[src/rtl/aes_kat_sequencer.sv]
`default_nettype none
// ============================================================================
// Module   : aes_kat_sequencer
// Desc     : Steps the KAT generator, launches one AES encryption per vector,
//            waits with timeout and folds each ciphertext into a signature.
//            Optional scope trigger enabled by defining AES_SEQ_TRIGGER_EN.
// Revision : 1.0 - initial release
// ============================================================================

module aes_kat_sequencer #(
    parameter int CYPHER_SIZE = 128,
    parameter int NUM_VECTORS = 128,
    parameter int TIMEOUT     = 255,
    parameter int GAP         = 16
) (
    input  logic                   clk,
    input  logic                   reset_n,
    input  logic                   run,
    output logic                   gen_ena,
    input  logic [127:0]           gen_text,
    input  logic [CYPHER_SIZE-1:0] gen_key,
    output logic [127:0]           aes_text,
    output logic [CYPHER_SIZE-1:0] aes_key,
    output logic                   aes_start,
    input  logic                   aes_done,
    input  logic [127:0]           aes_cipher,
    output logic                   busy,
    output logic                   done,
    output logic                   error,
    output logic [7:0]             vec_count,
    output logic [127:0]           signature,
    output logic                   trig
);

    typedef enum logic [2:0] {
        S_IDLE   = 3'd0,
        S_FETCH  = 3'd1,
        S_LOAD   = 3'd2,
        S_START  = 3'd3,
        S_WAIT   = 3'd4,
        S_GAP    = 3'd5,
        S_FINISH = 3'd6,
        S_FAULT  = 3'd7
    } state_t;

    localparam logic [7:0] c_num_vectors = 8'(NUM_VECTORS);
    localparam logic [8:0] c_timeout     = 9'(TIMEOUT);
    localparam logic [7:0] c_gap         = 8'(GAP);

    state_t                 r_state;
    logic                   r_gen_ena;
    logic                   r_aes_start;
    logic                   r_busy;
    logic                   r_done;
    logic                   r_error;
    logic [7:0]             r_vec_count;
    logic [127:0]           r_signature;
    logic [127:0]           r_aes_text;
    logic [CYPHER_SIZE-1:0] r_aes_key;
    logic [7:0]             r_tmo_cnt;
    logic [7:0]             r_gap_cnt;
    logic                   w_tmo_hit;

    // Counter is cleared on entry to START and counts from the aes_start edge.
    assign w_tmo_hit = ({1'b0, r_tmo_cnt} + 9'd1) >= c_timeout;

    always_ff @(posedge clk or negedge reset_n) begin
        if (!reset_n) begin
            r_state     <= S_IDLE;
            r_gen_ena   <= 1'b0;
            r_aes_start <= 1'b0;
            r_busy      <= 1'b0;
            r_done      <= 1'b0;
            r_error     <= 1'b0;
            r_vec_count <= 8'd0;
            r_signature <= 128'd0;
            r_aes_text  <= 128'd0;
            r_aes_key   <= '0;
            r_tmo_cnt   <= 8'd0;
            r_gap_cnt   <= 8'd0;
        end else begin
            r_gen_ena   <= 1'b0;
            r_aes_start <= 1'b0;
            case (r_state)
                S_IDLE: begin
                    if (run) begin
                        r_state     <= S_FETCH;
                        r_gen_ena   <= 1'b1;
                        r_busy      <= 1'b1;
                        r_vec_count <= 8'd0;
                        r_signature <= 128'd0;
                    end
                end
                S_FETCH: r_state <= S_LOAD;
                S_LOAD: begin
                    r_aes_text  <= gen_text;
                    r_aes_key   <= gen_key;
                    r_aes_start <= 1'b1;
                    r_tmo_cnt   <= 8'd0;
                    r_state     <= S_START;
                end
                S_START: begin
                    r_tmo_cnt <= r_tmo_cnt + 8'd1;
                    r_state   <= S_WAIT;
                end
                S_WAIT: begin
                    if (aes_done) begin
                        r_signature <= {r_signature[126:0], r_signature[127]} ^ aes_cipher;
                        r_vec_count <= r_vec_count + 8'd1;
                        r_gap_cnt   <= c_gap;
                        r_state     <= S_GAP;
                    end else if (w_tmo_hit) begin
                        r_state <= S_FAULT;
                        r_error <= 1'b1;
                        r_busy  <= 1'b0;
                    end else begin
                        r_tmo_cnt <= r_tmo_cnt + 8'd1;
                    end
                end
                S_GAP: begin
                    if (r_gap_cnt != 8'd0) begin
                        r_gap_cnt <= r_gap_cnt - 8'd1;
                    end else if (r_vec_count == c_num_vectors) begin
                        r_state <= S_FINISH;
                        r_done  <= 1'b1;
                        r_busy  <= 1'b0;
                    end else if (!run) begin
                        r_state <= S_IDLE;
                        r_busy  <= 1'b0;
                    end else begin
                        r_state   <= S_FETCH;
                        r_gen_ena <= 1'b1;
                    end
                end
                S_FINISH: begin
                    if (!run) begin
                        r_state <= S_IDLE;
                        r_done  <= 1'b0;
                    end
                end
                S_FAULT: begin
                    if (!run) begin
                        r_state <= S_IDLE;
                        r_error <= 1'b0;
                    end
                end
                default: begin
                    r_state <= S_IDLE;
                    r_busy  <= 1'b0;
                end
            endcase
        end
    end

`ifdef AES_SEQ_TRIGGER_EN
    logic r_trig;

    // High from the START cycle through the WAIT cycle that ends the wait.
    always_ff @(posedge clk or negedge reset_n) begin
        if (!reset_n) begin
            r_trig <= 1'b0;
        end else if (r_state == S_LOAD) begin
            r_trig <= 1'b1;
        end else if ((r_state == S_WAIT && (aes_done || w_tmo_hit)) || r_state == S_FAULT) begin
            r_trig <= 1'b0;
        end
    end

    assign trig = r_trig;
`else
    assign trig = 1'b0;
`endif

    assign gen_ena   = r_gen_ena;
    assign aes_start = r_aes_start;
    assign aes_text  = r_aes_text;
    assign aes_key   = r_aes_key;
    assign busy      = r_busy;
    assign done      = r_done;
    assign error     = r_error;
    assign vec_count = r_vec_count;
    assign signature = r_signature;

endmodule

`default_nettype wire

[config.mk]
export PLATFORM = sky130hd
export DESIGN_NAME = aes_kat_sequencer
export DESIGN_NICKNAME = d
export VERILOG_FILES = /design/src/rtl/aes_kat_sequencer.sv
export SDC_FILE = /design/constraint.sdc
export NUM_CORES = 1
export LEC_CHECK = 0
export ABC_AREA = 1
export BUFFER_PORTS_ARGS = -buffer_cell sky130_fd_sc_hd__buf_2
export CORE_AREA = 2 2 302 304
export CTS_BUF_LIST = sky130_fd_sc_hd__clkbuf_16
export DETAILED_ROUTE_END_ITERATION = 7
export DIE_AREA = 0 0 304 306
export GPL_TIMING_DRIVEN = 0
export PLACE_DENSITY = 0.5
export SYNTH_ARGS = -nofsm -noshare
export SYNTH_HDL_FRONTEND = slang
export SYNTH_SLANG_ARGS = --single-unit
[constraint.sdc]
create_clock -name clk -period 2.6 [get_ports clk]
set_input_delay 0.26 -clock clk [delete_from_list [all_inputs] [get_ports clk]]
set_output_delay 0.26 -clock clk [all_outputs]
set_load 0.1 [all_outputs]
==> impl_metrics.toml <==
[worst_setup_path]
cp.required_ns = 3.13
crit_slowest_cell = "clkbuf_1"
reg2reg_to = "aes_text[97]$_DFFE_PN0P_"
worstPathCellList = "inv_2, nor3_4, buf_12, inv_2, clkbuf_1, clkbuf_1, nand2_1, nand2_1"
r2r_start = "r_state[1]$_DFFE_PN0P_"
worst-setup-path-type = "flop to flop"
critPathMaxFanout = 10
end_kind = "flop"
arrival_ns = 2.90
path_delay_family = "buffers and inverters"
r2r_cells = 8
crit_buf_inv = 5
startpoint_type = "flop"
max_stage_delay_ns = 0.66
r2r_slack_ns = 0.22

[finish]
drive_above_1_share_pct = 33.4
area_delta_synth_final_pct = 60.9
fin_nets = 3501
regArea_mm2 = 0.0104
multi_input_area_mm2 = 0.00694
fin_cells = 4327
final_util_pct = 32.4
nFillCells = 9283

[clocking]
worstSkewPairLatency_ns = 0.60
cts_max_level = 2
cts_tree = "yes"
cts_made_buffers = 51
cts.sinks = 416
cts_buffer_depth = 3
cts-root-buf = "clkbuf_16"
path_clk_slew_ns = 0.06

[yosys]
synth-seq-area-share_pct = 57.7
synth_cell_types = 38
synth-seq-cells = 416
yosysTopAreaCell = "dfrtp_1"
syn-num-nets = 2280
synth_area_leaders = "dfrtp_1 (58%), nand2_1 (20%), o31ai_2 (7.1%), xnor2_1 (6.2%), buf_2 (1.3%)"
synth-edff-count = 0
yosys.area.top_type_share_pct = 57.7
synthFlopType = "dfrtp_1"
synth_top_cells_by_count = "nand2_1 (957), dfrtp_1 (416), xnor2_1 (128), o31ai_2 (102), buf_2 (47)"
synth_async_sr_flop_share_pct = 100
synth_warnings = 0
syn_avg_cell_area_um2 = 9.56
synth.most_common_cell = "nand2_1"
syn_inst = 1886
syn_area_mm2 = 0.0180

[timing]
hold_viol = 0
timing.hold.ws_ns = 0.0449
setup_viol = 0
timing.final.crit_share_pct = 91.4
rsz0062_at_grt = "no"
slew_headroom_pct = 46.4
slew_violations = 0
skew_ns = 0.0159
post-route-min-period_ns = 2.38
setup_slack_ns = 0.225
tightest_slew_ns = 0.804
fmax_mhz = 421

[detailed_routing]
drc_errors = 0
drtPass1Iterations = 7
vias = 17400
drt_iter0_drc = 1026
wl_per_cell_um = 17.4
vias_per_cell = 4.03
drtAntennaViolNets = 0
wirelength_mm = 75.2

[die]
die_w_um = 304
dieArea_mm2 = 0.0930
std_cell_rows = 110
core_area_mm2 = 0.0896
dieHeight_um = 306
ios = 786
start_util_pct = 20.1

[min_path]
hold_path_startpoint = "aes_cipher[77]"
min_path_cells = 3
min-delay-path-class = "input pin to flop"
min_to = "signature[77]$_DFFE_PN0P_"

[status]
status = "finished clean"

[placement]
dpl.hpwl_mm = 55.8
dp.cells = 3850
port_buffers = 784
gp_congestion = 0.824
dp_slack_ns = -0.442

[grt]
grt.overflow.total = 0
track_usage_pct = 15.7
grt_max_degree = 105
antenna_found_initial = 14
grt_pass1_vias = 18200
grt_pass1_wl_mm = 113

[job]
maxCapViolCount = 0
-- through the flow --
stage,area [µm²],setup TNS (ns)
2_1_floorplan,18000,0
3_3_place_gp,23400,-3397.53
3_5_place_dp,23500,-60.07
4_1_cts,29000,0
5_1_grt,29000,0
6_report,29000,0
-- cells by family after synthesis --
kind of cell / after synthesis / share of synthesized area (%)
buffers and inverters: 139 / 3.80
AO/OA/AOI/OAI: 165 / 9.30
XOR/XNOR: 131 / 6.36
AND/OR/NAND/NOR: 1028 / 22.3
other: 1 / 0.0208
adder cells (fa/ha/maj): 6 / 0.416
flip-flops: 416 / 57.7
-- state kept, by name (all words and copies together), names as in the netlist, 3 cells and up --
name and flops:
aes_key 128, aes_text 128, signature 128, r_gap_cnt 8, r_tmo_cnt 8, vec_count 8, r_state 3
-- final cells by class --
cell class / count / area share (%)
flip-flops and latches: 416 / 35.9
repair buffers: 1168 / 27.1
multi-input cells: 1331 / 23.9
well taps: 1176 / 5.07
clock buffers: 52 / 4.49
plain buffers: 102 / 1.89
clock inverters: 42 / 1.16
inverters: 37 / 0.479
diodes: 3 / 0.0259
-- worst register-to-register path, delay by kind of cell (launching register included) --
kind | cells | cell delay [ns]
flops | 1 | 0.44
simple gates | 3 | 0.30
buf+inv | 5 | 1.57
-- worst max path at each step --
stage	start	to	slack (ns)	cells after the start
6_report	r_state[1]$_DFFE_PN0P_	aes_text[97]$_DFFE_PN0P_	0.22	8
5_1_grt	r_state[1]$_DFFE_PN0P_	aes_key[56]$_DFFE_PN0P_	0.06	8
4_1_cts	r_state[1]$_DFFE_PN0P_	aes_text[91]$_DFFE_PN0P_	0.009	8
3_5_place_dp	r_state[2]$_DFFE_PN0P_	aes_text[91]$_DFFE_PN0P_	-0.44	7
3_3_place_gp	reset_n	aes_key[16]$_DFFE_PN0P_	-8.12	1
2_1_floorplan	vec_count[0]$_DFFE_PN0P_	busy$_DFFE_PN0P_	0.56	9
-- cells in the final DEF (no fill, tap or decap), types with 7 or more instances in the layout --
cell           instances
nand2_1              957
buf_2                830
dfrtp_1              416
dlygate4sd3_1        378
xnor2_1              128
o31ai_2              102
clkbuf_16             52
inv_1                 43
clkbuf_1              38
o31ai_1               29
nor2_1                22
nand4_1               13
o21ai_0               13
nand3_1               13
a21oi_1               12
buf_6                 12
clkinv_1              11
inv_2                  7
-- repair_timing --
action | CTS | global route
resized for setup | 1 | 3
hold buffers | 378 | 0
buffers inserted | 2 | 0
pin swaps | 1 | 0
hold endpoints to repair | 587 | 0
endpoints found under the setup margin | 240 | 10
-- metal layers --
| layer | share of wire, % | up-vias | GRT usage [%] |
|---|---|---|---|
| met5 | 0.10 | - | 0 |
| met3 | 7.3 | 138 | 4.51 |
| met4 | 3.1 | 12 | 5.09 |
| met2 | 48 | 629 | 26.4 |
| met1 | 42 | 8217 | 19.2 |
| li1 | - | 8436 | - |
Power is not shown: default switching activity piles up to over one toggle a cycle in this logic, so the estimate is an artifact.
